==> src/rtl/encoder_8_3_serializer.sv <==
// ---------------------------------------------------------------------------
// encoder_8_3_serializer
//
// Purpose: takes an 8-bit multi-hot request vector over a valid/ready
// handshake and emits one 3-bit binary index per set bit, in priority
// order, over a second valid/ready handshake. An all-zero vector produces
// a single beat flagged with out_zero.
//
// Parameters:
//   LSB_FIRST  1 = lowest set bit emitted first, 0 = highest set bit first
//
// Ports:
//   clk        system clock, rising edge
//   reset      synchronous, active-high reset
//   in_valid   in_vec is valid this cycle
//   in_ready   block can accept in_vec this cycle (combinational)
//   in_vec     multi-hot request vector
//   out_valid  out_code / out_last / out_zero are valid
//   out_ready  consumer accepts the current beat
//   out_code   binary index of the current set bit
//   out_last   current beat is the final beat of its vector
//   out_zero   accepted vector was all zero (out_code = 0)
// ---------------------------------------------------------------------------
module encoder_8_3_serializer #(
  parameter bit LSB_FIRST = 1'b1
) (
  input  logic       clk,
  input  logic       reset,
  input  logic       in_valid,
  output logic       in_ready,
  input  logic [7:0] in_vec,
  output logic       out_valid,
  input  logic       out_ready,
  output logic [2:0] out_code,
  output logic       out_last,
  output logic       out_zero
);

  typedef enum logic [0:0] {
    IDLE = 1'b0,
    EMIT = 1'b1
  } state_t;

  // Index of the set bit that goes out next, according to LSB_FIRST.
  function automatic logic [2:0] pri_idx(input logic [7:0] v);
    logic [2:0] idx;
    idx = 3'd0;
    if (LSB_FIRST) begin
      // Scan downwards so the lowest set bit is the last one written.
      for (int i = 7; i >= 0; i--) begin
        if (v[i]) idx = 3'(i);
      end
    end else begin
      for (int i = 0; i < 8; i++) begin
        if (v[i]) idx = 3'(i);
      end
    end
    return idx;
  endfunction

  state_t     state_q, state_d;
  // Bits still to be emitted after the beat currently on the output.
  logic [7:0] rest_q, rest_d;
  logic       out_valid_q, out_valid_d;
  logic [2:0] out_code_q, out_code_d;
  logic       out_last_q, out_last_d;
  logic       out_zero_q, out_zero_d;

  logic       accept_s;
  logic       xfer_s;
  logic [7:0] src_s;
  logic [2:0] next_code_s;
  logic [7:0] next_rest_s;

  // A new vector can enter when idle, or on the edge that retires the
  // final beat of the current vector, so vectors stream without bubbles.
  assign in_ready = !reset && ((state_q == IDLE) ||
                               (out_valid_q && out_ready && out_last_q));

  assign out_valid = out_valid_q;
  assign out_code  = out_code_q;
  assign out_last  = out_last_q;
  assign out_zero  = out_zero_q;

  // Next-state and next-beat computation.
  always_comb begin
    accept_s    = in_valid && in_ready;
    xfer_s      = out_valid_q && out_ready;
    // The next beat comes from the fresh vector on acceptance, otherwise
    // from what remains of the held one.
    src_s       = accept_s ? in_vec : rest_q;
    next_code_s = pri_idx(src_s);
    next_rest_s = src_s & ~(8'h01 << next_code_s);

    state_d     = state_q;
    rest_d      = rest_q;
    out_valid_d = out_valid_q;
    out_code_d  = out_code_q;
    out_last_d  = out_last_q;
    out_zero_d  = out_zero_q;

    if (accept_s) begin
      state_d     = EMIT;
      out_valid_d = 1'b1;
      if (in_vec != 8'h00) begin
        out_code_d = next_code_s;
        rest_d     = next_rest_s;
        out_last_d = (next_rest_s == 8'h00);
        out_zero_d = 1'b0;
      end else begin
        out_code_d = 3'd0;
        rest_d     = 8'h00;
        out_last_d = 1'b1;
        out_zero_d = 1'b1;
      end
    end else if (xfer_s) begin
      if (out_last_q) begin
        state_d     = IDLE;
        rest_d      = 8'h00;
        out_valid_d = 1'b0;
        out_code_d  = 3'd0;
        out_last_d  = 1'b0;
        out_zero_d  = 1'b0;
      end else begin
        out_code_d = next_code_s;
        rest_d     = next_rest_s;
        out_last_d = (next_rest_s == 8'h00);
        out_zero_d = 1'b0;
      end
    end else begin
      // Idle or back-pressured: everything holds.
      state_d = state_q;
    end
  end

  // State and output registers; reset discards any in-flight vector.
  always_ff @(posedge clk) begin
    if (reset) begin
      state_q     <= IDLE;
      rest_q      <= 8'h00;
      out_valid_q <= 1'b0;
      out_code_q  <= 3'd0;
      out_last_q  <= 1'b0;
      out_zero_q  <= 1'b0;
    end else begin
      state_q     <= state_d;
      rest_q      <= rest_d;
      out_valid_q <= out_valid_d;
      out_code_q  <= out_code_d;
      out_last_q  <= out_last_d;
      out_zero_q  <= out_zero_d;
    end
  end

endmodule

==> config.mk <==
export PLATFORM = sky130hd
export DESIGN_NAME = encoder_8_3_serializer
export DESIGN_NICKNAME = d
export VERILOG_FILES = /design/src/rtl/encoder_8_3_serializer.sv
export SDC_FILE = /design/constraint.sdc
export NUM_CORES = 1
export LEC_CHECK = 0
export BUFFER_PORTS_ARGS = -buffer_cell sky130_fd_sc_hd__buf_4
export CAP_MARGIN = 10
export CORE_MARGIN = 2
export CORE_UTILIZATION = 49
export DETAILED_ROUTE_END_ITERATION = 8
export GPL_ROUTABILITY_DRIVEN = 0
export MAX_ROUTING_LAYER = met4
export PLACE_DENSITY = 0.8
export SYNTH_ARGS = -nofsm -noshare
export SYNTH_HDL_FRONTEND = slang
export SYNTH_SLANG_ARGS = --single-unit
==> constraint.sdc <==
create_clock -name clk -period 1.6 [get_ports clk]
set_input_delay 0.08 -clock clk [delete_from_list [all_inputs] [get_ports clk]]
set_output_delay 0.08 -clock clk [all_outputs]
set_load 0.1 [all_outputs]
---- Word level (Yosys, flattened, before mapping) ----
Cells that the tools add are included.
W data, S select, Z words.
word-level totals
  register bits after elaboration ......... 14
  input bits .............................. 12
  output and inout port bits .............. 7
  word-level logic and storage cells ...... 47
cells by class
  reduce and logical (&&, ||, !) cells .... 11
  bitwise logic cells ..................... 3
  multiplexer cells ....................... 27
  shifts and indexed selects .............. 1
operators with widths
  cell                   count
  $mux W8                5
  $mux W3                12
  $mux W1                10
  $and A8 B8 Y8          1
  $logic_not A8 Y1       1
  $not A8 Y8             1
  $reduce_bool A8 Y1     1
  $shl A1 B3 Y8 const A  1
  $logic_and A1 B1 Y1    4
  $reduce_bool A2 Y1     2
  $reduce_and A2 Y1      1
  $logic_not A1 Y1       1
  $logic_or A1 B1 Y1     1
  $not A1 Y1             1

---- Longest topological paths before layout ----
  depth after elaboration ................. 21
  gate-level depth with buffers ........... 10

---- Least setup slack after synthesis ----
No wires, ideal clock.
  path kind ............................... flip-flop to output port
  start point ............................. register out_last_q (netlist: out_last)
  end point ............................... output port in_ready
  setup slack ............................. -0.917 ns
  buffers on the path ..................... 0
  arrival time ............................ 2.437 ns
  stages on the path, launching flop included .. 3
  cell sequence ........................... dfxtp_1 -> a21boi_2 -> nor2_1
between the ends
  cells in the longest elaborated chain, start to end .. 3
ends and longest elaborated chain
  element                   RTL line  text
  start: declaration        66        logic out_last_q, out_last_d;
  start signal: assignment  150       out_last_q <= out_last_d;
  $logic_and A1 B1 Y1       78        (out_valid_q && out_ready && out_last_q));
  $logic_or A1 B1 Y1        77        assign in_ready = !reset && ((state_q == IDLE) ||
  $logic_and A1 B1 Y1       77
  end: declaration          30        output logic in_ready,
Every way passes these cells.

---- Worst setup path in the final report ----
  start point ............................. register out_valid_q (netlist: out_valid)
  end point ............................... register rest_q[5]
between the ends
  cells in the longest elaborated chain, start to end .. 20
  elaborated cells between the ends (all ways) .. 23
  those cells by class .................... shift (1); mux (13); bitwise (3); reduce/logical (6)
ends and longest elaborated chain
  element                   RTL line  text
  start: declaration        64        logic out_valid_q, out_valid_d;
  start signal: assignment  148       out_valid_q <= out_valid_d;
  $logic_and A1 B1 Y1       78, 88
  $logic_and A1 B1 Y1       78
  $logic_or A1 B1 Y1        77
  $logic_and A1 B1 Y1       77
  $logic_and A1 B1 Y1       87        accept_s = in_valid && in_ready;
  $mux W8                   91        src_s = accept_s ? in_vec : rest_q;
  $mux W3 (8 in a row)      51        if (v[i]) idx = 3'(i);
  $shl A1 B3 Y8             93        next_rest_s = src_s & ~(8'h01 << next_code_s);
  $not A8 Y8                93
  $and A8 B8 Y8             93
  $mux W8                   117       if (out_last_q) begin
  $mux W8                   116       end else if (xfer_s) begin
  $mux W8                   102       if (accept_s) begin
  end signal: assignment    147       rest_q <= rest_d;
  end: declaration          63        logic [7:0] rest_q, rest_d;
Several ways; a longest one is shown, not always the timed one. The select of a mux whose other input is x is not followed.
A chain may end at the register's enable or synchronous reset.

==> impl_metrics.toml <==
[logic_synthesis]
yosys_warnings = 0
yosysSeqAreaShare_pct = 26.4
syn-cell-area_um2 = 1060
syn_avg_cell_area_um2 = 7.48
synth_compound_area_share_pct = 33.6
mappedNetlistNets = 154
async_reset_ff_share_pct = 0
synth_top_family_by_area = "compound AO/OA/AOI/OAI gates"
yosys.area_share.simple_pct = 30.0
ys.flop_type = "dfxtp_1"
synthMuxAreaShare_pct = 2.94
synth_top_area_cell = "dfxtp_1"
synthXorXnorAreaFrac_pct = 0
synth_edf_count = 0
ys_types = 44
synth_top_area_share_pct = 26.4
yosys.area_share.adder_pct = 0
synth_cells = 142
yosys_register_bits = 14
ys_top_cells_by_area = "dfxtp_1, nor2_1, nand2_1"

[cells_and_area]
syn2layout_area_growth_pct = 47.5
nFillCells = 125
finalInstanceArea_um2 = 1570
drive_gt1_share_pct = 41.1
layoutNonFillerInstCount = 212
layout_common_cells = "buf_4, nor2_1, nand2_1"
final_nets = 198
diodes = 0
final_common_cell = "buf_4"

[drt]
wl_mm = 4.01
route.detailed.drc = 0
drtPass1Iterations = 5
wl_per_cell_um = 18.9
drt-initial-drc-count = 134
postRouteAntennaNets = 0
viasPerCell = 6.66
vias = 1411

[timing]
slew_viol_final = 0
period_share_pct = 104
rsz0062_at_grt = "yes"
worst_clock_skew_ns = 0.0100
period_needed_ns = 1.66
final_hold_viol_count = 0
worst_pin_slew_ns = 0.549
finalSetupViolations = 4
setup_ws_ns = -0.0604
slew_headroom_pct = 62.9
fmax_mhz = 602

[outcome]
violations = "negative setup slack"
status = "finished, violations left"

[power]
total_power_mw = 1.11
p_leak_nw = 0.606
power_density_nw_per_um2 = 708
ir_drop_mv = 0.642

[placed_design]
dpl.cell_count = 204
dpl.hpwl_mm = 2.45
io_buffers = 18
dpl_cell_area_um2 = 1390

[grt]
gr-usage-all-layers_pct = 30.0
grt_pass1_vias = 1226
grt_max_degree = 17
grt_remaining_overflow = 0
grt_pass1_wl_mm = 5.46
antenna_found_initial = 0

[floorplanning]
core_um2 = 2000
io_pins = 19
initial_core_util_pct = 53.1
core.rowCount = 16
die_height_um = 50.6
chipWidth_um = 50.6
die_area_um2 = 2560

[clock_network]
cts_buffers = 3
clk_latency_ns = 0.30
cts_tree = "built"
cts.clk_slew.worst_paths_ns = 0.10
max-clock-path-buffers = 2
cts_htree_levels = 1
cts.sinks = 14
cts_root_buf = "clkbuf_4"

[worst_setup_path]
crit_type = "flip-flop to flip-flop"
critPathMaxStageDelay_ns = 0.35
worstSetupEndpointType = "flip-flop"
cp_max_fo = 8
cp.required_ns = 1.85
worstPathCellList = "a21boi_4 -> or2_4 -> buf_12 -> o211ai_4 -> o31ai_4 -> a221o_1 -> a21oi_2"
cp.arrival_ns = 1.91
critPathLaunchType = "flip-flop"
crit_slowest_cell = "dfxtp_4"

[job]
drv_cap = 0

[worst_hold_path]
hp-class = "primary input to flip-flop"
[synthesized netlist by cell type, drive strengths merged, types with 2 or more instances]
library cell,instances
nor3,8
a2111oi,2
nor2,27
clkbuf,5
nand2,14
mux2i,2
a31oi,2
a22oi,3
nor4,4
o311ai,3
o21ai,9
a221oi,3
dfxtp,14
o211ai,3
buf,5
o31ai,3
inv,3
nand2b,4
nand3b,3
a21oi,8
o21a,3
a32oi,2
[final cells by class]
class,count,area (um^2),area share [%]
well taps,27,33.8,2.16
inverters,3,11.3,0.719
repair buffers,49,388,24.8
clock buffers,4,36.3,2.32
multi-input cells,115,807,51.5
flip-flops and latches,14,290,18.5
[where the power goes]
part / total [mW] / switching, mW / internal [mW]
Sequential: 0.380 / 0.0164 / 0.363
Combinational: 0.448 / 0.268 / 0.180
Clock: 0.281 / 0.142 / 0.139
[path summary, 6_finish.rpt]
path               startpoint  cells after the start          end  slack [ns]
hold / removal       in_valid                      3    out_valid        0.04
hold reg to reg   out_code[2]                      2  out_code[2]        0.51
setup reg to reg    out_valid                      7    rest_q[5]       -0.06
setup / recovery    out_valid                      7    rest_q[5]       -0.06
[per-stage QoR]
step                      hold WS [ns]  TNS [ns]  setup WS, ns  utilization (%)
final                           0.0369    -0.142       -0.0604             78.3
after global routing            0.0488    -0.785        -0.233             78.3
after CTS                       0.0534   -0.0389       -0.0232             74.9
after detailed placement         0.357    -0.401        -0.206             69.3
after global placement           0.324    -0.144       -0.0745             69.3
after floorplan                  0.199    -0.992        -0.160                -
[worst max-delay path: cells and delay by family, from the launching register on]
kind / cells / cell delay [ns]
flops: 1 / 0.35
simple gates: 1 / 0.29
compound gates: 5 / 0.82
buf+inv: 1 / 0.16
[cell families (layout without fill, tap and decap cells)]
family	count (synthesis)	after routing
simple gates	64	64
compound gates	48	48
flops	14	14
buf+inv	13	56
mux	3	3
[sequential cells by signal, summed over array words and instances (netlist names)]
register / count
out_code: 3
out_last: 1
out_valid: 1
out_zero: 1
rest_q: 8
[per-layer routing]
| layer | part of all wire [%] | wire [um] | GRT usage (%) | up-vias |
|---|---|---|---|---|
| li1 | - | - | - | 615 |
| met1 | 33 | 1330 | 33.0 | 638 |
| met2 | 48 | 1930 | 50.0 | 113 |
| met3 | 12 | 462 | 5.65 | 45 |
| met4 | 7.3 | 291 | 18.0 | 0 |
| met5 | 0 | 0 | - | - |
[repair_timing]
| action | CTS | global route |
|---|---|---|
| resized for setup | 5 | 13 |
| pin swaps | 2 | 8 |
| endpoints found under the hold margin | 0 | 0 |
| hold buffers | 0 | 0 |
| endpoints found under the setup margin | 6 | 7 |
| buffers inserted | 3 | 1 |
Note: power is estimated with default switching activity, not from simulation.
